File: config.mk
export PLATFORM = sky130hd
export DESIGN_NAME = fifo_rd_framer_flat
export DESIGN_NICKNAME = d
export VERILOG_FILES = /design/src/rtl/fifo_rd_framer_if.sv /design/src/rtl/fifo_rd_framer.sv /design/src/flat_wrapper.sv
export SDC_FILE = /design/constraint.sdc
export NUM_CORES = 1
export LEC_CHECK = 0
export BUFFER_PORTS_ARGS = -buffer_cell sky130_fd_sc_hd__buf_2
export CAP_MARGIN = 20
export CORE_MARGIN = 2
export CORE_UTILIZATION = 29
export CTS_CLUSTER_DIAMETER = 50
export DETAILED_ROUTE_END_ITERATION = 12
export PLACE_DENSITY = 0.58
export SLEW_MARGIN = 20
export SYNTH_ARGS = -nofsm -noshare
export SYNTH_HDL_FRONTEND = slang
export SYNTH_SLANG_ARGS = --single-unit
File: constraint.sdc
create_clock -name clk -period 4.7 [get_ports clk]
set_input_delay 0.705 -clock clk [delete_from_list [all_inputs] [get_ports clk]]
set_output_delay 0.705 -clock clk [all_outputs]
set_load 0.05 [all_outputs]
File: src/rtl/fifo_rd_framer_if.sv
// Bundles the FIFO read port and the framed output stream of the read-side unloader.
// The master modport is the framer; the slave modport is the FIFO plus downstream sink.
interface fifo_rd_framer_if #(
    parameter int DW = 64
);
    logic          fifo_rdempty;
    logic          fifo_rden;
    logic [DW:0]   fifo_dataout;
    logic          m_valid;
    logic          m_ready;
    logic [DW-1:0] m_data;
    logic          m_last;

    modport master (
        input  fifo_rdempty,
        input  fifo_dataout,
        input  m_ready,
        output fifo_rden,
        output m_valid,
        output m_data,
        output m_last
    );

    modport slave (
        output fifo_rdempty,
        output fifo_dataout,
        output m_ready,
        input  fifo_rden,
        input  m_valid,
        input  m_data,
        input  m_last
    );
endinterface

File: src/rtl/fifo_rd_framer.sv
// Read-side unloader for the MAC FIFO: credit-limited reads into a 3-entry output buffer,
// EOP framing from the word MSB, truncation of overlong packets and packet/drop statistics.
//
// state    | meaning
// ---------+-----------------------------------------------------------
// ST_IDLE  | waiting for the first word of a packet
// ST_XFER  | inside a packet, words pushed and counted
// ST_FLUSH | packet was truncated, remaining words dropped up to EOP
module fifo_rd_framer #(
    parameter int DW        = 64,
    parameter int MAX_WORDS = 256,
    parameter int CNT_W     = 16
) (
    input  logic             clk,
    input  logic             reset,
    fifo_rd_framer_if.master bus,
    output logic [CNT_W-1:0] pkt_cnt,
    output logic [CNT_W-1:0] drop_cnt,
    output logic             err_ovl
);

    localparam int              WC_W   = $clog2(MAX_WORDS + 1);
    localparam logic [WC_W-1:0] WC_MAX = WC_W'(MAX_WORDS);

    localparam logic [1:0] ST_IDLE  = 2'd0;
    localparam logic [1:0] ST_XFER  = 2'd1;
    localparam logic [1:0] ST_FLUSH = 2'd2;

    logic [1:0]       state_q, state_d;
    logic [WC_W-1:0]  cnt_q, cnt_d, cnt_inc;
    logic             rd_pend_q, rd_pend_d;
    logic [1:0]       occ_q, occ_d;
    logic [1:0]       wr_ptr_q, wr_ptr_d;
    logic [1:0]       rd_ptr_q, rd_ptr_d;
    logic [DW-1:0]    buf_data_q [3];
    logic [DW-1:0]    buf_data_d [3];
    logic [2:0]       buf_last_q, buf_last_d;
    logic [CNT_W-1:0] pkt_cnt_q, pkt_cnt_d;
    logic [CNT_W-1:0] drop_cnt_q, drop_cnt_d;
    logic             err_ovl_q, err_ovl_d;

    logic             rden;
    logic             push;
    logic             push_last;
    logic             pop;
    logic             rd_eop;
    logic [DW-1:0]    rd_word;

    function automatic logic [1:0] ptr_next(input logic [1:0] p);
        return (p == 2'd2) ? 2'd0 : p + 2'd1;
    endfunction

    // Credit counts the buffer plus the word still in flight, so m_ready never reaches rden.
    assign rden    = !reset && !bus.fifo_rdempty &&
                     (({1'b0, occ_q} + {2'b00, rd_pend_q}) < 3'd3);
    assign rd_eop  = bus.fifo_dataout[DW];
    assign rd_word = bus.fifo_dataout[DW-1:0];
    assign pop     = (occ_q != 2'd0) && bus.m_ready;
    assign cnt_inc = cnt_q + WC_W'(1);

    always_comb begin
        state_d    = state_q;
        cnt_d      = cnt_q;
        push       = 1'b0;
        push_last  = 1'b0;
        err_ovl_d  = 1'b0;
        drop_cnt_d = drop_cnt_q;
        rd_pend_d  = rden;
        if (rd_pend_q) begin
            case (state_q)
                ST_IDLE: begin
                    push      = 1'b1;
                    push_last = rd_eop;
                    if (!rd_eop) begin
                        state_d = ST_XFER;
                        cnt_d   = WC_W'(1);
                    end
                end
                ST_XFER: begin
                    push = 1'b1;
                    if (rd_eop) begin
                        push_last = 1'b1;
                        cnt_d     = '0;
                        state_d   = ST_IDLE;
                    end else if (cnt_inc == WC_MAX) begin
                        push_last = 1'b1;
                        err_ovl_d = 1'b1;
                        cnt_d     = '0;
                        state_d   = ST_FLUSH;
                    end else begin
                        cnt_d = cnt_inc;
                    end
                end
                ST_FLUSH: begin
                    if (drop_cnt_q != {CNT_W{1'b1}}) begin
                        drop_cnt_d = drop_cnt_q + CNT_W'(1);
                    end
                    if (rd_eop) begin
                        state_d = ST_IDLE;
                    end
                end
                default: begin
                    state_d = ST_IDLE;
                    cnt_d   = '0;
                end
            endcase
        end
    end

    always_comb begin
        buf_data_d = buf_data_q;
        buf_last_d = buf_last_q;
        wr_ptr_d   = wr_ptr_q;
        rd_ptr_d   = rd_ptr_q;
        occ_d      = occ_q;
        pkt_cnt_d  = pkt_cnt_q;
        if (push) begin
            buf_data_d[wr_ptr_q] = rd_word;
            buf_last_d[wr_ptr_q] = push_last;
            wr_ptr_d             = ptr_next(wr_ptr_q);
        end
        if (pop) begin
            rd_ptr_d = ptr_next(rd_ptr_q);
            if (buf_last_q[rd_ptr_q]) begin
                pkt_cnt_d = pkt_cnt_q + CNT_W'(1);
            end
        end
        case ({push, pop})
            2'b10:   occ_d = occ_q + 2'd1;
            2'b01:   occ_d = occ_q - 2'd1;
            default: occ_d = occ_q;
        endcase
    end

    always_ff @(posedge clk) begin
        if (reset) begin
            state_q    <= ST_IDLE;
            cnt_q      <= '0;
            rd_pend_q  <= 1'b0;
            occ_q      <= 2'd0;
            wr_ptr_q   <= 2'd0;
            rd_ptr_q   <= 2'd0;
            buf_data_q <= '{default: '0};
            buf_last_q <= 3'b000;
            pkt_cnt_q  <= '0;
            drop_cnt_q <= '0;
            err_ovl_q  <= 1'b0;
        end else begin
            state_q    <= state_d;
            cnt_q      <= cnt_d;
            rd_pend_q  <= rd_pend_d;
            occ_q      <= occ_d;
            wr_ptr_q   <= wr_ptr_d;
            rd_ptr_q   <= rd_ptr_d;
            buf_data_q <= buf_data_d;
            buf_last_q <= buf_last_d;
            pkt_cnt_q  <= pkt_cnt_d;
            drop_cnt_q <= drop_cnt_d;
            err_ovl_q  <= err_ovl_d;
        end
    end

    assign bus.fifo_rden = rden;
    assign bus.m_valid   = (occ_q != 2'd0);
    assign bus.m_data    = buf_data_q[rd_ptr_q];
    assign bus.m_last    = buf_last_q[rd_ptr_q];
    assign pkt_cnt       = pkt_cnt_q;
    assign drop_cnt      = drop_cnt_q;
    assign err_ovl       = err_ovl_q;

endmodule
File: src/flat_wrapper.sv
// flat-port wrapper written by rule: the top's interface ports become plain ports
module fifo_rd_framer_flat 
#(
    parameter int DW        = 64,
    parameter int MAX_WORDS = 256,
    parameter int CNT_W     = 16
)
  (clk, reset, pkt_cnt, drop_cnt, err_ovl, bus_fifo_rdempty, bus_fifo_dataout, bus_m_ready, bus_fifo_rden, bus_m_valid, bus_m_data, bus_m_last);
  fifo_rd_framer_if #(.DW(DW)) bus_i ();
  input  logic clk;
  input  logic reset;
  output logic [CNT_W-1:0] pkt_cnt;
  output logic [CNT_W-1:0] drop_cnt;
  output logic err_ovl;
  input wire logic [$bits(bus_i.fifo_rdempty)-1:0] bus_fifo_rdempty;
  input wire logic [$bits(bus_i.fifo_dataout)-1:0] bus_fifo_dataout;
  input wire logic [$bits(bus_i.m_ready)-1:0] bus_m_ready;
  output wire logic [$bits(bus_i.fifo_rden)-1:0] bus_fifo_rden;
  output wire logic [$bits(bus_i.m_valid)-1:0] bus_m_valid;
  output wire logic [$bits(bus_i.m_data)-1:0] bus_m_data;
  output wire logic [$bits(bus_i.m_last)-1:0] bus_m_last;
  assign bus_i.fifo_rdempty = bus_fifo_rdempty;
  assign bus_i.fifo_dataout = bus_fifo_dataout;
  assign bus_i.m_ready = bus_m_ready;
  assign bus_fifo_rden = bus_i.fifo_rden;
  assign bus_m_valid = bus_i.m_valid;
  assign bus_m_data = bus_i.m_data;
  assign bus_m_last = bus_i.m_last;
  fifo_rd_framer #(.DW(DW), .MAX_WORDS(MAX_WORDS), .CNT_W(CNT_W)) u_core (.clk(clk), .reset(reset), .bus(bus_i), .pkt_cnt(pkt_cnt), .drop_cnt(drop_cnt), .err_ovl(err_ovl));
endmodule
==> summary.txt, run 1 <==
Cells and area
  – Non-filler instance count after layout: 1,968
  – Commonest non-fill, non-tap cell in the layout: nand2_1
  – # fillers: 3,721
  – Layout cells sized above 1: 16.7%
  – Commonest non-fill, non-tap cells in the layout: nand2_1, dfxtp_1, a21oi_1, buf_2, mux2i_1
  – Register Area: 0.00493 sq mm
  – Layout area overhead: 22.1%
  – Final nets: 1,561
  – Multi-input gate area: 0.00520 sq mm
  – Utilization after layout: 36.1%

Worst hold path
  – Hold Path Class: in2reg
  – Hold path startpoint: bus_fifo_rdempty

Synth
  – Ys flop type: dfxtp_1
  – Syn Area/Cell: 7.73 sq um
  – Synthesized instance count: 1,366
  – Synthesized net count: 1,442
  – Post-synth EDFFs: 0
  – Seq/Total Area, Yosys: 46.7%
  – FF+latch count, synth: 246
  – Mapped cell area: 0.0106 sq mm
  – Synthesis Warnings: 0
  – Async SR Flop Fraction: 0%
  – Yosys cell types: 51

Clock network
  – CTS clk-pin slew, worst paths: 0.05 ns
  – CTS root buf: clkbuf_16
  – Clock buffer depth: 3
  – CTS tree: built
  – Post-CTS sizing: 0
  – H-tree Lvls: 2
  – Sink Count: 246
  – Cts bufs inserted: 36
  – Cts hold-fix bufs: 0
  – Number of setup buffers added after CTS: 0
  – Worst skew pair latency: 0.52 ns

Global routing
  – Initial antenna violation count: 0
  – GR Util All Layers: 15.6%
  – Global-route wire length before repair: 47,700 um
  – Largest net degree at the start of global routing: 88
  – Vias in the first global route: 8,761
  – GRT overflow: 0

Timing
  – Worst Tran Pin Value: 0.942 ns
  – Accumulated negative setup slack: 0 ns
  – RSZ-0062 raised after global routing: no
  – Hold violation count in the final report: 0
  – # setup viols final: 0
  – Slew Viols, Final: 0
  – Final min period: 3.08 ns
  – Fmax: 325 MHz
  – Final Cycle Share: 65.5%
  – Relative slew slack: 36.7%
  – Clock Skews: 0.0116 ns

Route
  – Drc violations: 0
  – Vias: 9,603
  – Final wirelength: 30,500 um
  – TritonRoute pass-1 iters: 5
  – 1st-iter DRT viols: 558
  – Post-DRT Antenna Nets: 0
  – Average wire per standard cell: 15.5 um
  – Via/cell ratio: 4.88

Floorplan
  – Die H: 195 um
  – Initial Util: 29.5%
  – Die ar.: 0.0379 sq mm
  – CORE AREA: 0.0357 sq mm
  – FP Rows: 69
  – Chip Width: 195 um
  – Io pins: 169

Place
  – Hpwl dp: 18,400 um
  – Placer Congestion: 0.767
  – # port buffers: 168
  – Inst Count DP: 1,908

Pwr
  – IR drop worst, VDD: 0.000261 V
  – Post-layout total power: 5.85 mW
  – Leakage: 4.57 nW
  – Power Dens Cells: 454 mW/mm^2

Setup path
  – CP Class: reg2out
  – RR Startpoint: u_core.rd_pend_q$_SDFF_PP0_
  – CP Max Fanout: 67
  – CP startpoint: u_core.rd_ptr_q[0]$_SDFFE_PP0P_
  – Crit-path slowest cell: dfxtp_4
  – Data required time at the worst endpoint: 3.99 ns
  – CP Launch Type: register
  – Endpoint type of the worst setup path: primary output
  – Worst path max stage delay: 0.59 ns
  – Crit-path cells: buf_12 -> mux2i_1 -> o21ai_0 -> buf_2
  – Worst Path Arrival: 2.37 ns

Run status
  – Outcome: finished clean

Run
  – Max_cap viols: 0
synthesized netlist by cell type, drive strengths merged, types with 2 or more instances:
cell,number,area share (%)
buf,30,1.4
nor2,48,1.7
a2111oi,2,0.17
and3,2,0.12
ha,7,0.83
nor2b,3,0.18
a21boi,2,0.14
or4,2,0.14
a21oi,207,9.8
nand2,471,17
mux2,2,0.21
a41oi,2,0.17
clkbuf,71,2.5
o21a,2,0.14
o22ai,36,2.1
nor4,16,1.1
mux2i,66,6.3
nor3b,6,0.43
nand4,11,0.65
o21ai,37,1.8
o31ai,5,0.36
xor2,4,0.33
nand3,16,0.81
nor3,6,0.33
or3,3,0.18
a211oi,6,0.43
xnor2,26,2.2
dfxtp,246,47
nand2b,3,0.18
inv,8,0.28
and3b,2,0.17
and4,4,0.33
through the flow:
step	setup slack [ns]	instance area (sq um)	hold WS, ns
2_1_floorplan	0.479	10600	0.436
3_3_place_gp	2.08	11700	0.441
3_5_place_dp	2.03	11700	0.446
4_1_cts	1.50	12900	0.337
5_1_grt	1.44	12900	0.358
6_report	1.62	12900	0.372
metal layers:
layer  track usage, %  routed length, um  vias to the layer above
met5                0                  0                        -
met4             5.20                570                        0
met3             2.95               1630                       32
met2             25.4              14300                      228
met1             20.8              14000                     4495
li1                 -                  -                     4848
area by class of cell:
type | instances | area share [%]
Antenna cell | 1 | 0.0194
Clock buffer | 44 | 7.54
Clock inverter | 15 | 1.60
Inverter | 8 | 0.233
Multi-Input combinational cell | 1011 | 40.4
Sequential cell | 246 | 38.3
Tap cell | 461 | 4.48
Timing Repair Buffer | 182 | 7.49
power by group:
part | total [mW] | internal (mW) | switching [mW]
logic | 0.918 | 0.269 | 0.649
registers | 2.24 | 2.16 | 0.0803
clock network | 2.68 | 1.69 | 0.991
worst paths after layout:
path | endpoint | slack (ns) | cells past startpoint
hold / removal | u_core.rd_pend_q$_SDFF_PP0_ | 0.37 | 2
hold reg to reg | u_core.buf_data_q[123]$_SDFFE_PP0P_ | 0.45 | 2
setup / recovery | bus_m_data[2] | 1.62 | 4
setup reg to reg | u_core.buf_data_q[52]$_SDFFE_PP0P_ | 2.10 | 6
critical path: cells and delay by family (launching register included):
family	cells	cell delay (ns)
DFF	1	0.59
buffers and inverters	2	0.75
muxes	1	0.13
AOI/OAI and AO/OA	1	0.33
cell families (layout without fill, tap and decap cells):
| group | after synthesis | in the layout | share of synthesized area, % |
|---|---|---|---|
| compound gates | 309 | 309 | 16.0 |
| xor+xnor | 30 | 30 | 2.49 |
| fa+ha+maj | 7 | 7 | 0.830 |
| buf+inv | 109 | 249 | 4.22 |
| flops | 246 | 246 | 46.7 |
| mux | 68 | 68 | 6.47 |
| other cells | 0 | 1 | 0 |
| simple gates | 597 | 597 | 23.3 |
sequential cells by signal, summed over array words and instances, names as in the netlist:
register / count
u_core.buf_data_q: 192
u_core.cnt_q: 9
u_core.pkt_cnt: 16
u_core.buf_last_q: 3
u_core.rd_pend_q: 1
u_core.wr_ptr_q: 2
u_core.err_ovl: 1
u_core.state_q: 2
u_core.rd_ptr_q: 2
u_core.occ_q: 2
u_core.drop_cnt: 16
Note: power is estimated with default switching activity, not from simulation.
==> inputs of run 2 (changes only) <==
ABC_AREA = 1   (was not set)
PLACE_DENSITY = 0.59   (was 0.58)
clock period = 2.8 ns   (was 4.7 ns; I/O delays follow)
==> run 2 against run 1 <==
- synthesized cell count grew 15%
- highest routed layer is now met5
- sequential cell count is the same
- power grew 82%
- critical path type unchanged
- critical endpoint is now bus_fifo_rden
- final area grew 5.4%
- register-to-register slack lost 1.4 ns
- utilization grew 0.19 points
==> summary.txt, run 2 <==
Run status
  – Outcome: finished clean

Route
  – Average wire per standard cell: 15.4 um (-0.74%)
  – TritonRoute pass-1 iters: 5 (unchanged)
  – Drc violations: 0 (unchanged)
  – Post-DRT Antenna Nets: 0 (unchanged)
  – Vias: 10,900 (+13%)
  – Final wirelength: 34,400 um (+13%)
  – 1st-iter DRT viols: 536 (-3.9%)
  – Via/cell ratio: 4.86 (-0.43%)

Place
  – Inst Count DP: 2,162 (+13%)
  – Placer Congestion: 0.848 (+11%)
  – # port buffers: 168 (unchanged)
  – Worst slack at placement: 0.686 ns (-1.35 ns)
  – Hpwl dp: 19,100 um (+3.6%)

Timing
  – Final min period: 2.56 ns
  – Slew Viols, Final: 0 (unchanged)
  – # setup viols final: 0 (unchanged)
  – Relative slew slack: 40.9% (+4.1 points)
  – Final setup margin: 0.243 ns (-1.38 ns)
  – Worst Tran Pin Value: 0.887 ns (-0.0550 ns)
  – Accumulated negative setup slack: 0 ns (unchanged)
  – RSZ-0062 raised after global routing: no
  – Clock Skews: 0.0267 ns (+0.0150 ns)
  – Fmax: 391 MHz
  – Final Cycle Share: 91.3%
  – Hold violation count in the final report: 0 (unchanged)

Setup path
  – Crit-path slowest cell: dfxtp_1
  – WP buf/inv: 1 (-1)
  – Worst path max stage delay: 0.49 ns (-0.10 ns)
  – Worst Path Arrival: 2.14 ns (-0.23 ns)
  – Data required time at the worst endpoint: 2.38 ns (-1.61 ns)
  – CP startpoint: u_core.rd_pend_q$_SDFF_PP0_
  – Stages on worst setup path: 4 (unchanged)
  – Endpoint type of the worst setup path: primary output
  – R2R cell count: 9 (+3)
  – CP Launch Type: register
  – CP top delay family: flip-flops
  – Worst R2R End: u_core.pkt_cnt[3]$_SDFFE_PP0P_
  – CP Class: reg2out
  – R2R Setup Slk: 0.69 ns (-1.41 ns)
  – CP Max Fanout: 6 (-91%)
  – RR Startpoint: u_core.rd_ptr_q[0]$_SDFFE_PP0P_
  – Crit-path cells: ha_1 -> ha_1 -> a2111oi_2 -> buf_2
  – Crit-path most repeated cell: ha_1
  – Critical Path Sink: bus_fifo_rden

Floorplan
  – Die H: 199 um (+2.0%)
  – CORE AREA: 0.0375 sq mm (+4.9%)
  – FP Rows: 71 (+2.9%)
  – Io pins: 169 (unchanged)
  – Die ar.: 0.0394 sq mm (+4.0%)
  – Chip Width: 199 um (+2.0%)
  – Initial Util: 29.3% (-0.23 points)

Global routing
  – Vias in the first global route: 10,200 (+17%)
  – Largest net degree at the start of global routing: 81 (-8.0%)
  – GRT overflow: 0 (unchanged)
  – Initial antenna violation count: 4 (+4)
  – Global-route wire length before repair: 54,200 um (+14%)
  – GR Util All Layers: 17.3% (+1.7 points)

Synth
  – Post-synth EDFFs: 0 (unchanged)
  – Synth area leader: dfxtp_1
  – Most common cell in the synthesized netlist: nor2_1
  – Yosys cell types: 37 (-27%)
  – Synthesis Warnings: 0 (unchanged)
  – Synthesized net count: 1,650 (+14%)
  – Synth top cells by count: nor2_1, dfxtp_1, o21ai_0
  – FF+latch count, synth: 246 (unchanged)
  – Synthesized instance count: 1,574 (+15%)
  – Seq/Total Area, Yosys: 44.8% (-1.8 points)
  – Async SR Flop Fraction: 0% (unchanged)
  – Mapped cell area: 0.0110 sq mm (+4.1%)
  – Ys flop type: dfxtp_1
  – Synth top area cells: dfxtp_1, nor2_1, o21ai_0, nand3_1, nand2_1
  – Share of the synthesized area in the top cell type: 44.8% (-1.8 points)
  – Syn Area/Cell: 6.98 sq um (-9.7%)

Cells and area
  – Layout cells sized above 1: 16.7% (-0.047 points)
  – Commonest non-fill, non-tap cell in the layout: nor2_1
  – Most flop-heavy register: u_core.buf_data_q
  – Final nets: 1,767 (+13%)
  – # fillers: 4,009 (+7.7%)
  – Layout area overhead: 23.7%
  – Max reg flops: 192 (unchanged)
  – Commonest non-fill, non-tap cells in the layout: nor2_1, dfxtp_1, o21ai_0, nand3_1, buf_2
  – Non-filler instance count after layout: 2,234 (+14%)

Worst hold path
  – Min-Delay Path Depth: 2 (unchanged)
  – Hold Path Class: in2reg

Pwr
  – Combinational power share: 19.3% (+3.6 points)
  – Post-layout total power: 10.6 mW (+82%)
  – Sequential power share: 35.4% (-3.0 points)
  – Leakage: 5.70 nW (+25%)
  – Net Sw Frac: 32.3% (+2.9 points)
  – Clock power share: 45.3% (-0.6 points)
  – Power Dens Cells: 784 mW/mm^2 (+73%)
  – Switch Pwr: 3.44 mW (+100%)
  – IR drop worst, VDD: 0.000493 V (+88%)
  – Internal: 7.21 mW (+75%)

Clock network
  – Post-CTS sizing: 0 (unchanged)
  – CTS clk-pin slew, worst paths: 0.05 ns (about the same)
  – Worst skew pair latency: 0.54 ns (+0.02 ns)
  – CTS tree: built
  – H-tree Lvls: 2 (unchanged)
  – Cts hold-fix bufs: 0 (unchanged)
  – Clock buffer depth: 3 (unchanged)
  – Sink Count: 246 (unchanged)
  – Cts bufs inserted: 38 (+5.6%)
  – Number of setup buffers added after CTS: 0 (unchanged)
  – CTS root buf: clkbuf_16

Run
  – Max_cap viols: 0 (unchanged)
-- run 2: power by group through the flow --
| stage | combinational [mW] | sequential, mW | clock (mW) |
|---|---|---|---|
| floorplan | 1.45 | 3.83 | 0 |
| global placement | 2.04 | 3.84 | 0 |
| detailed placement | 2.05 | 3.84 | 0 |
| CTS | 2.06 | 3.77 | 4.96 |
| global route | 2.22 | 3.79 | 5.09 |
| finish | 2.05 | 3.77 | 4.82 |
-- run 2: cell type report --
cell class	count	area, sq um	share of cell area (%)
multi-input combinational	1152	5330	39.2
sequential	246	4930	36.3
timing repair buffer	190	1140	8.42
clock buffer	48	1050	7.73
tap	511	639	4.71
clock inverter	21	245	1.80
inverter	63	241	1.78
antenna	3	7.51	0.0553
-- run 2: routing by layer --
metal  vias to the layer above  wire length [um]  track usage [%]
met3                        43              2240             3.80
met1                      5061             15700             22.5
met5                         -                11                0
met2                       296             15700             28.0
met4                         2               712             6.69
li1                       5452                 -                -
-- run 2: per-stage QoR --
stage / instance area [sq um] / util (%) / hold slack, ns
after detailed placement: 12300 / 32.8 / 0.468
final: 13600 / 36.2 / 0.0959
after floorplan: 11000 / - / 0.453
after global placement: 12300 / 32.8 / 0.462
after global routing: 13600 / 36.2 / 0.0817
after CTS: 13600 / 36.2 / 0.0605
-- run 2: worst min-delay path by stage --
stage	startpoint	end	slack, ns
2_1_floorplan	u_core.cnt_q[8]$_SDFFE_PP0P_	u_core.cnt_q[8]$_SDFFE_PP0P_	0.45
3_3_place_gp	u_core.buf_data_q[96]$_SDFFE_PP0P_	u_core.buf_data_q[96]$_SDFFE_PP0P_	0.46
3_5_place_dp	u_core.cnt_q[8]$_SDFFE_PP0P_	u_core.cnt_q[8]$_SDFFE_PP0P_	0.47
4_1_cts	bus_fifo_rdempty	u_core.rd_pend_q$_SDFF_PP0_	0.06
5_1_grt	bus_fifo_rdempty	u_core.rd_pend_q$_SDFF_PP0_	0.08
6_report	bus_fifo_rdempty	u_core.rd_pend_q$_SDFF_PP0_	0.1
-- run 2: kinds of logic (layout without fill, tap and decap cells) --
group / count (synthesis) / after routing / share of synthesized area, %
buf+inv: 176 / 322 / 6.72
xor+xnor: 14 / 14 / 1.12
simple gates: 816 / 816 / 31.9
other cells: 0 / 3 / 0
compound gates: 315 / 315 / 14.6
flops: 246 / 246 / 44.8
fa+ha+maj: 7 / 7 / 0.797
